**src/rtl/control_pkg.sv**
```systemverilog
// control_pkg: shared width, FSM encoding and reset word for the control encoder/decoder pair
package control_pkg;
  localparam int CTRL_WIDTH = 4;
  typedef enum logic {IDLE = 1'b0, SEND = 1'b1} enc_state_e;
  localparam logic [CTRL_WIDTH-1:0] CTRL_INIT = '0;
endpackage

```
**src/rtl/control_encoder_if.sv**
```systemverilog
// control_encoder_if: valid/ready word channel from the encoder to the decoder
interface control_encoder_if import control_pkg::*; #(parameter int WIDTH = CTRL_WIDTH);
  logic [WIDTH-1:0] ctrl_out;
  logic ctrl_valid;
  logic ctrl_ready;
  modport master(output ctrl_out, output ctrl_valid, input ctrl_ready);
  modport slave(input ctrl_out, input ctrl_valid, output ctrl_ready);
endinterface

```
**src/rtl/control_encoder_req_sync_edge.sv**
```systemverilog
// req_sync_edge: per-line synchroniser with a one-cycle rising-edge pulse output
module req_sync_edge import control_pkg::*; #(
  parameter int WIDTH = CTRL_WIDTH,
  parameter int SYNC_STAGES = 2
) (
  input  logic clk,
  input  logic rst,
  input  logic [WIDTH-1:0] req_i,
  output logic [WIDTH-1:0] edge_o
);
  localparam int FW = $clog2(SYNC_STAGES + 2);
  localparam logic [FW-1:0] FULL = FW'(SYNC_STAGES + 1);
  logic [WIDTH-1:0] sync_q [SYNC_STAGES];
  logic [WIDTH-1:0] prev_q;
  logic [FW-1:0] fill_q;
  // Edges stay muted until both the synchroniser and the history hold real post-reset samples,
  // so a line held high through reset must go low before it can toggle again.
  always_ff @(posedge clk) begin
    if (rst) begin
      for (int i = 0; i < SYNC_STAGES; i++) sync_q[i] <= '0;
      prev_q <= '0;
      fill_q <= '0;
    end else begin
      sync_q[0] <= req_i;
      for (int i = 1; i < SYNC_STAGES; i++) sync_q[i] <= sync_q[i-1];
      prev_q <= sync_q[SYNC_STAGES-1];
      fill_q <= (fill_q == FULL) ? fill_q : fill_q + FW'(1);
    end
  end
  assign edge_o = (fill_q == FULL) ? sync_q[SYNC_STAGES-1] & ~prev_q : '0;
endmodule

```
**src/rtl/control_encoder.sv**
```systemverilog
// control_encoder: toggles a held control word on request edges and ships each change over valid/ready
module control_encoder import control_pkg::*; #(
  parameter int WIDTH = CTRL_WIDTH,
  parameter int SYNC_STAGES = 2,
  parameter logic [WIDTH-1:0] INIT = CTRL_INIT
) (
  input  logic clk,
  input  logic rst,
  input  logic [WIDTH-1:0] req,
  control_encoder_if.master ctrl,
  output logic [WIDTH-1:0] ctrl_state,
  output logic [7:0] xfer_cnt
);
  logic [WIDTH-1:0] edg, state_q, state_d, out_q, out_d;
  logic [7:0] cnt_q, cnt_d;
  enc_state_e st_q, st_d;
  logic dirty, acc;
  req_sync_edge #(.WIDTH(WIDTH), .SYNC_STAGES(SYNC_STAGES)) u_sync (
    .clk(clk),
    .rst(rst),
    .req_i(req),
    .edge_o(edg)
  );
  // Dirty compares against the last word sent, so changes during SEND coalesce into one follow-up.
  always_comb begin
    state_d = state_q ^ edg;
    dirty = state_d != out_q;
    acc = (st_q == SEND) & ctrl.ctrl_ready;
    out_d = (dirty & ((st_q == IDLE) | acc)) ? state_d : out_q;
    st_d = (st_q == IDLE) ? (dirty ? SEND : IDLE) : ((acc & ~dirty) ? IDLE : SEND);
    cnt_d = cnt_q + 8'(acc);
  end
  always_ff @(posedge clk) begin
    if (rst) begin
      state_q <= INIT;
      out_q <= INIT;
      st_q <= IDLE;
      cnt_q <= '0;
    end else begin
      state_q <= state_d;
      out_q <= out_d;
      st_q <= st_d;
      cnt_q <= cnt_d;
    end
  end
  assign ctrl.ctrl_out = out_q;
  assign ctrl.ctrl_valid = st_q == SEND;
  assign ctrl_state = state_q;
  assign xfer_cnt = cnt_q;
endmodule

```
**src/flat_wrapper.sv**
```systemverilog
// flat-port wrapper written by rule: the top's interface ports become plain ports
module control_encoder_flat import control_pkg::*;
#(
  parameter int WIDTH = CTRL_WIDTH,
  parameter int SYNC_STAGES = 2,
  parameter logic [WIDTH-1:0] INIT = CTRL_INIT
)
  (clk, rst, req, ctrl_state, xfer_cnt, ctrl_ctrl_out, ctrl_ctrl_valid, ctrl_ctrl_ready);
  control_encoder_if #(.WIDTH(WIDTH)) ctrl_i ();
  input  logic clk;
  input  logic rst;
  input  logic [WIDTH-1:0] req;
  output logic [WIDTH-1:0] ctrl_state;
  output logic [7:0] xfer_cnt;
  output wire logic [$bits(ctrl_i.ctrl_out)-1:0] ctrl_ctrl_out;
  output wire logic [$bits(ctrl_i.ctrl_valid)-1:0] ctrl_ctrl_valid;
  input wire logic [$bits(ctrl_i.ctrl_ready)-1:0] ctrl_ctrl_ready;
  assign ctrl_ctrl_out = ctrl_i.ctrl_out;
  assign ctrl_ctrl_valid = ctrl_i.ctrl_valid;
  assign ctrl_i.ctrl_ready = ctrl_ctrl_ready;
  control_encoder #(.WIDTH(WIDTH), .SYNC_STAGES(SYNC_STAGES), .INIT(INIT)) u_core (.clk(clk), .rst(rst), .req(req), .ctrl(ctrl_i), .ctrl_state(ctrl_state), .xfer_cnt(xfer_cnt));
endmodule
```
**config.mk**
```make
export PLATFORM = sky130hd
export DESIGN_NAME = control_encoder_flat
export DESIGN_NICKNAME = d
export VERILOG_FILES = /design/src/rtl/control_pkg.sv /design/src/rtl/control_encoder_if.sv /design/src/rtl/control_encoder_req_sync_edge.sv /design/src/rtl/control_encoder.sv /design/src/flat_wrapper.sv
export SDC_FILE = /design/constraint.sdc
export NUM_CORES = 1
export LEC_CHECK = 0
export CAP_MARGIN = 20
export CORE_MARGIN = 5
export CORE_UTILIZATION = 25
export DETAILED_ROUTE_END_ITERATION = 12
export HOLD_SLACK_MARGIN = 0.06
export SKIP_LAST_GASP = 1
export SYNTH_ARGS = -nofsm -noshare
export SYNTH_HDL_FRONTEND = slang
export SYNTH_SLANG_ARGS = --single-unit
```
**constraint.sdc**
```tcl
create_clock -name clk -period 2.9 [get_ports clk]
set_input_delay 0.435 -clock clk [delete_from_list [all_inputs] [get_ports clk]]
set_output_delay 0.435 -clock clk [all_outputs]
set_load 0.005 [all_outputs]
```
# After elaboration in Yosys (flattened, before gate mapping)
# Memory sizes are Yosys's and may differ from the RTL's.
# Index checks and enable logic that the tools add are counted.
dict set report totals {
  n_memories 1
  ff_bits 23
  out_inout_bits 17
  input_bits 7
  ram_bits 8
  word_cells 31
}
# memory depth word_bits rd rd_clocked_by_memory_dff write_ports line
set mem_list {}
lappend mem_list {u_core.u_sync.sync_q 2 4 2 0 2 control_encoder_req_sync_edge.sv:13} ;# logic [WIDTH-1:0] sync_q [SYNC_STAGES];
dict set report op_classes {
  muxes 9
  n_bitwise 11
  n_addsub 2
  n_eq_ne 2
}
# op n
set ops {}
lappend ops {{4-bit two-way mux} 3}
lappend ops {{8-bit by 1-bit adder with 8-bit output} 1}
lappend ops {{1-bit two-way mux} 6}
lappend ops {{4-bit AND} 1}
lappend ops {{4-bit != test} 1}
lappend ops {{4-bit inverter} 1}
lappend ops {{4-bit XOR} 1}
lappend ops {{1-bit AND} 3}
lappend ops {{1-bit OR} 3}
lappend ops {{2-bit by 1-bit adder with 2-bit output (second input constant)} 1}
lappend ops {{2-bit equality test (second input constant)} 1}
lappend ops {{1-bit inverter} 2}

# Longest topological paths before layout
dict set report depth {
  word_depth 9
  mapped_depth 6
  ltp_nobuf 6
}

# Cells and area by module
# From an unflattened synthesis, not the netlist that was laid out.
dict set report hier_totals {
  hier_cells 107
  area_unflattened_um2 1188.6
}
# module seq_area_each_um2 instances area_per_inst_um2 cells_each
set modules_own_cells {}
lappend modules_own_cells {control_encoder 340.3 1 701.9 69}
lappend modules_own_cells {req_sync_edge 280.3 1 486.7 38}

# Least setup slack after synthesis
# Ideal clock, no wire load.
dict set report synth_path {
  kind {flip-flop to flip-flop}
  from {register u_core.u_sync.fill_q[0]}
  to {register u_core.out_q[0] (netlist: u_core.ctrl.ctrl_out[0])}
  required_ps 2777
  path_stages_with_launch 6
  arrival_ps 1602
  period_less_slack_ps 1725
  path_slack_ps 1175
  cell_sequence {dfxtp_1 -> ha_1 -> nand3b_1 -> xnor2_1 -> o41a_1 -> mux2_1}
}
dict set report synth_via {
  elab_chain_cells 5
}
# element line
set synth_lines {}
lappend synth_lines {{from (decl)} control_encoder_req_sync_edge.sv:15} ;# logic [FW-1:0] fill_q;
lappend synth_lines {{from (signal assigned)} control_encoder_req_sync_edge.sv:27} ;# fill_q <= (fill_q == FULL) ? fill_q : fill_q + FW'(1);
lappend synth_lines {{2-bit equality test *} control_encoder_req_sync_edge.sv:30} ;# assign edge_o = (fill_q == FULL) ? sync_q[SYNC_STAGES-1] & ~prev_q : '0;
lappend synth_lines {{4-bit two-way mux *} control_encoder_req_sync_edge.sv:30}
lappend synth_lines {{4-bit XOR *} control_encoder.sv:26} ;# state_d = state_q ^ edg;
lappend synth_lines {{4-bit != test} control_encoder.sv:27} ;# dirty = state_d != out_q;
lappend synth_lines {{1-bit AND} control_encoder.sv:29} ;# out_d = (dirty & ((st_q == IDLE) | acc)) ? state_d : out_q;
lappend synth_lines {{to (signal assigned)} control_encoder.sv:41} ;# out_q <= out_d;
lappend synth_lines {{to (decl)} control_encoder.sv:14} ;# logic [WIDTH-1:0] edg, state_q, state_d, out_q, out_d;
# Mark *: on every way between the ends. The rest lies on a longest branch, timed or not.
# A chain may end at the register's enable or synchronous reset.

# Worst setup path after layout
dict set report layout_path {
  from {register u_core.u_sync.fill_q[0]}
  to {register u_core.out_q[3] (netlist: u_core.ctrl.ctrl_out[3])}
}
# The elaborated chain is that of the path after synthesis.

==> metrics.md <==
| Metric | Value |
|---|---|
| Number of H-tree branching levels | `2` |
| Overall overflow remaining after global route | `0` |
| Clock tree from TritonCTS | `built` |
| Worst r2r dst | `u_core.ctrl.ctrl_out[3]` |
| #FFs+latches synth | `31` |
| Reg2Reg Launch Point | `u_core.u_sync.fill_q[0]` |
| Final hold violations | `0` |
| Clk sinks | `31` |
| Setup tns final | `0 ps` |
| Chain of cells forming the critical path | `ha_1 > nand3b_1 > xnor2_1 > o41a_1 > mux2_1` |
| Number of antenna violations at the first check in global routing | `0` |
| Max Clock Freq | `529.3 MHz` |
| Number of cells on the worst hold path | `1` |
| Final #Nets | `around 150` |
| Netlist area before placement | `1152 um2` |
| Cell accounting for the most synthesized area | `dfxtp_1` |
| Hold Path End | `u_core.u_sync.sync_q[0][6]` |
| Total number of vias | `between 700 and 800` |
| Cell area after placement | `~1400 um2` |
| Req. time, crit path | `3060 ps` |
| First-pass DRT Iterations | `4` |
| Antenna Cells | `0` |
| Startpoint class of the critical path | `flip-flop` |
| Ys async rst share | `0%` |
| Maximum number of pins on one net before global-route repair | `19` |
| Max Cap Viol | `0` |
| Core region area | `between 4000 and 5000 um2` |
| Primary FF master, synth | `dfxtp_1` |
| Maximum buffer depth of the clock tree | `2` |
| Number of buffers added to fix hold violations after cts | `0` |
| Post-cts repair resize count | `0` |
| Root buffer cell | `clkbuf_8` |
| Average size of a mapped cell | `10.77 um2` |
| Final Core Density | `35.37%` |
| Max-slew headroom | `58.51%` |
| Outcome | `completed` |
| Y dimension of the die | `77.89 um` |
| Final-report setup violation count | `0` |
| Unique cell type count in the Yosys netlist | `19` |
| Number of enable flip-flop cells after synthesis | `0` |
| Last weighted congestion value of the routability-driven placer | `approximately 0.75` |
| First-pass GRT wire length | `3705 um` |
| Fraction of final layout cells sized beyond drive strength 1 | `6.618%` |
| Setup bufs post-CTS | `0` |
| Routed Antenna Nets | `0` |
| Register area share after synthesis | `~54%` |
| Delay of the slowest critical-path stage | `480 ps` |
| Die Outline Area | `6067 um2` |
| Hold Path Origin | `u_core.u_sync.sync_q[0][2]` |
| Cell with the most instances after synthesis | `dfxtp_1` |
| Met3 capacity usage during global routing | `4.630%` |
| Critical setup path kind | `reg -> reg` |
| Setup repair after global routing missed its margin | `no` |
| Number of vias per cell | `4.165` |
| I/O pin count | `24` |
| Post-route design area | `1562 um2` |
| GR peak layer | `met2` |
| Critical-path top delay cell | `o41a_1` |
| DRC violation total after the first TritonRoute iteration | `23` |
| Starting density of the core | `26.11%` |
| Tcrit/Tclk final | `65.15%` |
| Number of DRC violations after detailed routing | `0` |
| Pin slew with the least headroom to its limit | `620.4 ps` |
| Clk_lat worst skew | `280 ps` |
| Synthesis-to-layout area growth | `35.51%` |
| Slack of the worst reg-to-reg path | `1010 ps` |
| Buffers plus inverters on the worst setup path | `0` |
| Ranking of synthesized cells by area | `dfxtp_1 (54%), xor2_1 (9.9%), nor2b_1 (9.2%)` |
| Number of buffer cells added on primary ports | `23` |
| GR Layer Usage met1 | `8.403%` |
| Number of nets produced by synthesis | `approximately 120` |
| Worst path top cell family by delay | `compound AO/OA/AOI/OAI gates` |
| Minimum period implied by the final worst setup slack | `1889 ps` |
| Worst supply voltage drop on vdd | `0.2801 mV` |
| Power consumption | `between 0.9 and 1 mW` |
| Kind of path behind the tightest hold check | `reg -> reg` |
| P_leak | `between 0.6 and 0.7 nW` |
| Critical Path AT | `2050 ps` |
| Slew Limit Fails | `0` |
| Hpwl dp | `1577 um` |
| Global-route met2 utilization | `12.35%` |
| Path depth of the worst reg2reg path | `5` |
| CP Capture Type | `flip-flop` |
| Largest clock skew in the final design | `10.37 ps` |
| Vias in the first global route | `about 800` |
| Overall Global Routing Usage | `7.901%` |
| Top cell types by occurrence after synthesis | `dfxtp_1 (31), nor2b_1 (17), nor2_1 (13), xor2_1 (13), xnor2_1 (6)` |
| Rows | `24` |
| Number of buffers created by CTS | `5` |
| Critical Path Fanout Max | `3` |
| Die outline width | `77.89 um` |
| Area fraction of the dominant cell type after synthesis | `between 50% and 60%` |
| Detailed-route wire length | `between 2000 and 2500 um` |
| Clock-pin slew reported for the worst setup and hold paths after clock tree synthesis | `~70 ps` |
| Power Density | `612.9 nW/um2` |
| Synth Warn # | `0` |
| Routed wire length per instance | `11.23 um` |
| Synthesized instance count | `107` |
where the power goes:
part	internal [mW]	switching, mW	total [mW]
combinational	0.0398	0.0303	0.0701
sequential	0.444	0.0115	0.455
clock	0.278	0.154	0.432
sequential cells by signal (all words and copies together), names as in the netlist:
register,cells
u_core.u_sync.sync_q,8
u_core.ctrl.ctrl_out,4
u_core.u_sync.prev_q,4
u_core.xfer_cnt,8
u_core.u_sync.fill_q,2
u_core.ctrl.ctrl_valid,1
u_core.ctrl_state,4
final cells by class:
class / instances / area [um2]
clock buffers: 6 / 82.58
repair buffers: 24 / 237.7
well taps: 52 / 65.06
multi-input cells: 73 / 520.5
fillers: 438 / 2853
clock inverters: 2 / 35.03
flip-flops and latches: 31 / 620.6
layout by cell type, fill, tap and decap left out:
cell type	synthesis	final
a211oi_1	1	1
nand2b_1	1	1
mux2i_1	1	1
buf_4	0	1
clkbuf_8	0	6
dfxtp_1	31	31
clkinv_2	0	1
nand3_1	4	4
nor4_1	1	1
nor2_1	13	13
nand3b_1	4	4
o41a_1	1	1
a21oi_1	1	1
mux2_1	3	3
and3_1	2	2
and2_1	1	1
xnor2_1	6	6
clkdlybuf4s50_1	0	23
xor2_1	13	13
ha_1	4	4
bufinv_16	0	1
nor2b_1	17	17
per-layer routing:
layer | up-vias | routed length (um)
met4 | 0 | 39
met3 | 4 | 172
met2 | 25 | 1021
li1 | 404 | -
met1 | 350 | 879
met5 | - | 0
through the flow:
step           instances  setup WS (ps)  hold WS, ps
4_1_cts              188          987.0        431.9
3_5_place_dp         180           1008        420.4
5_1_grt              188          914.3        452.5
6_report             188           1011        431.8
2_1_floorplan        107           1175        413.8
3_3_place_gp         180           1035        420.9
logic make-up (layout without fill, tap and decap cells):
logic type | after synthesis | in the layout | synth area share, %
AND/OR/NAND/NOR | 43 | 43 | 20.52
flip-flops | 31 | 31 | 53.85
XOR/XNOR | 19 | 19 | 14.44
adder cells (fa/ha/maj) | 4 | 4 | 4.343
multiplexers | 4 | 4 | 3.800
AO/OA/AOI/OAI | 3 | 3 | 2.063
buffers and inverters | 3 | 32 | 0.9771
how the worst max path moves through the flow:
stage,start,endpoint,slack [ps],cells past startpoint
floorplan,u_core.u_sync.fill_q[0],u_core.ctrl.ctrl_out[0],1170,5
global placement,rst,u_core.ctrl.ctrl_out[0],1030,3
detailed placement,rst,u_core.ctrl.ctrl_out[3],1010,3
CTS,u_core.u_sync.fill_q[0],u_core.ctrl.ctrl_out[3],990,5
global route,u_core.u_sync.fill_q[0],u_core.ctrl.ctrl_out[3],910,5
finish,u_core.u_sync.fill_q[0],u_core.ctrl.ctrl_out[3],1010,5
No activity file was read; power rests on OpenSTA's default activity.
==> variant: new RTL, same settings <==
`SYNC_STAGES` is set to 2 in 3 places; all go to 1.
--- a/src/rtl/control_encoder_req_sync_edge.sv
+++ b/src/rtl/control_encoder_req_sync_edge.sv
@@ -1,7 +1,7 @@
 // req_sync_edge: per-line synchroniser with a one-cycle rising-edge pulse output
 module req_sync_edge import control_pkg::*; #(
   parameter int WIDTH = CTRL_WIDTH,
-  parameter int SYNC_STAGES = 2
+  parameter int SYNC_STAGES = 1
 ) (
   input  logic clk,
   input  logic rst,
--- a/src/rtl/control_encoder.sv
+++ b/src/rtl/control_encoder.sv
@@ -1,7 +1,7 @@
 // control_encoder: toggles a held control word on request edges and ships each change over valid/ready
 module control_encoder import control_pkg::*; #(
   parameter int WIDTH = CTRL_WIDTH,
-  parameter int SYNC_STAGES = 2,
+  parameter int SYNC_STAGES = 1,
   parameter logic [WIDTH-1:0] INIT = CTRL_INIT
 ) (
   input  logic clk,
--- a/src/flat_wrapper.sv
+++ b/src/flat_wrapper.sv
@@ -2,7 +2,7 @@
 module control_encoder_flat import control_pkg::*;
 #(
   parameter int WIDTH = CTRL_WIDTH,
-  parameter int SYNC_STAGES = 2,
+  parameter int SYNC_STAGES = 1,
   parameter logic [WIDTH-1:0] INIT = CTRL_INIT
 )
   (clk, rst, req, ctrl_state, xfer_cnt, ctrl_ctrl_out, ctrl_ctrl_valid, ctrl_ctrl_ready);
Behaviour: not the same (a bounded check fails within 4 cycles, from zero or initial values and one cycle with rst high).
==> variant against the original RTL <==
  * Final cell count shrank 6.9%
  * Sequential cell count shrank 4
  * Setup slack lost 0.096 ns
  * Die area shrank 7.2%
  * Sequential share of layout area shrank 0.68 points
  * Cell area shrank 11%
  * Largest cell class unchanged
  * Via count shrank 7.7%
  * Synthesized area shrank 8.3%
  * Routed wire length shrank 9.4%
Power is not compared: it rests on default switching activity, and its combinational part moved more than twofold at a synthesized area within 25%.
==> variant: results (changes against the original RTL) <==
[detailed_routing]
wire_per_inst_um=10.9  ; was 11.2 µm
wl_met3_um=94  ; was 172 µm
drt_iter0_markers=12  ; was 23
drtPass1Iterations=3  ; was 4
wl_met2_um=907  ; was 1020 µm
viasPerCell=4.13  ; was 4.16
m1WireLength_um=898  ; was 879 µm

[critical_path]
max_stage_delay_ns=0.47
rr_startpoint=u_core.u_sync.fill_q[0]  ; unchanged
cp_max_fo=7  ; was 3
worstSetupEndpoint=u_core.ctrl.ctrl_out[2]  ; was u_core.ctrl.ctrl_out[3]
critPathArrivalTime_ns=2.15  ; was 2.05 ns
crit_path_top_delay_cell=o41ai_2  ; was o41a_1
path_class=flop to flop  ; unchanged
path_delay_family=compound AO/OA/AOI/OAI gates  ; unchanged

[placement]
globalplace.congestion=0.739  ; was 0.750
hpwl_um=1500  ; was 1580 µm

[hold_path]
hold_path_class=flop to flop  ; unchanged
hold_end=u_core.u_sync.prev_q[3]  ; was u_core.u_sync.sync_q[0][6]
worstHoldStart=u_core.u_sync.sync_q[0][3]  ; was u_core.u_sync.sync_q[0][2]

[clock_network]
clk_pin_slew_ns=0.09  ; was 0.07 ns
clkLatencyLatePin_ns=0.27
cts_setup_buffers=0  ; unchanged
cts_root_buffer=clkbuf_8  ; unchanged
clockBufferDepth=2  ; unchanged
cts_made_buffers=3  ; was 5
cts_resized=0  ; unchanged
cts-htree-levels=1  ; was 2

[run_status]
outcome=completed  ; unchanged

[timing]
final.setup.worst_slack_ns=0.914  ; was 1.01 ns
relSlewSlack=0.606  ; was 0.585
fin_skew_ns=0.00681  ; was 0.0104 ns

[synthesis]
syn-num-nets=111  ; was 118
synth_cell_types=21  ; was 19
yosysWarningCount=0  ; unchanged
yosys.area.top_type_share=0.511  ; was 0.539
yosysSeqAreaShare=0.511  ; was 0.539
synth.area.top_cells=dfxtp_1, xor2_1, nor2b_1  ; unchanged
synth_common_cells=dfxtp_1, nor2_1, nor2b_1, xor2_1, xnor2_1  ; was dfxtp_1, nor2b_1, nor2_1, xor2_1, xnor2_1

[finish]
num-nets-final=136  ; was 146
drive_gt1_frac=0.0800  ; was 0.0662
num_antenna_cells=0  ; unchanged
fillers=415  ; was 438

[global_route]
grt_util_met1=0.0928  ; was 0.0840
grt_max_degree=18  ; was 19
use_met2=0.133  ; was 0.124
grt_usage=0.0770  ; was 0.0790
grt_pass1_vias=797  ; was 798
grtUsageMet3=0.0280  ; was 0.0463
antenna_found_initial=0  ; unchanged
grt_pass1_wl_um=3400  ; was 3710 µm

[power]
vdd_drop_max_mv=0.387

[variant: changes by cell type in the layout (fill, tap and decap cells not counted), sizes merged]
cell      delta
mux2i        -1
clkbuf       -3
o41a         -1
nor2         +1
o41ai        +1
bufinv       -1
nor2b        -4
clkinv       -1
a21oi        +1
dfxtp        -4
inv          +1
ha           -1
clkinvlp     +1
[variant: cells by family (layout without fill, tap and decap cells)]
family                   Yosys count  count (layout)  synth area share
AO/OA/AOI/OAI                      4               4            0.0320
XOR/XNOR                          19              19             0.157
adder cells (fa/ha/maj)            3               3            0.0355
buffers and inverters              5              29            0.0248
flip-flops                        27              27             0.511
multiplexers                       3               3            0.0320
AND/OR/NAND/NOR                   40              40             0.207
[variant: area by class of cell]
type | instances | area share
multi-input cells | 69 | 0.354
clock buffers | 3 | 0.0298
flip-flops and latches | 27 | 0.391
well taps | 50 | 0.0452
repair buffers | 24 | 0.172
inverters | 1 | 0.00271
clock inverters | 1 | 0.00542
[variant: power groups by stage]
| stage | logic, µW | registers [µW] | clock network [µW] |
|---|---|---|---|
| floorplan | 166 | 442 | 0 |
| global placement | 223 | 444 | 0 |
| detailed placement | 228 | 445 | 0 |
| CTS | 230 | 437 | 221 |
| global route | 260 | 443 | 235 |
| finish | 225 | 436 | 210 |
[variant: through the flow]
stage	utilization	std cells	total power (µW)	area, µm²	hold WS [ns]
floorplan	-	101	608	1060	0.438
global placement	0.329	171	667	1340	0.456
detailed placement	0.329	171	673	1340	0.458
CTS	0.341	175	887	1380	0.473
global route	0.341	175	938	1380	0.499
finish	0.341	175	872	1380	0.470
[variant: worst register-to-register path: stages, from the launching register on]
cell and delay (ns):
dfxtp_1 0.33, inv_1 0.06, ha_1 0.29, nand3b_1 0.17, xnor2_1 0.18, o41ai_2 0.47, mux2_2 0.39
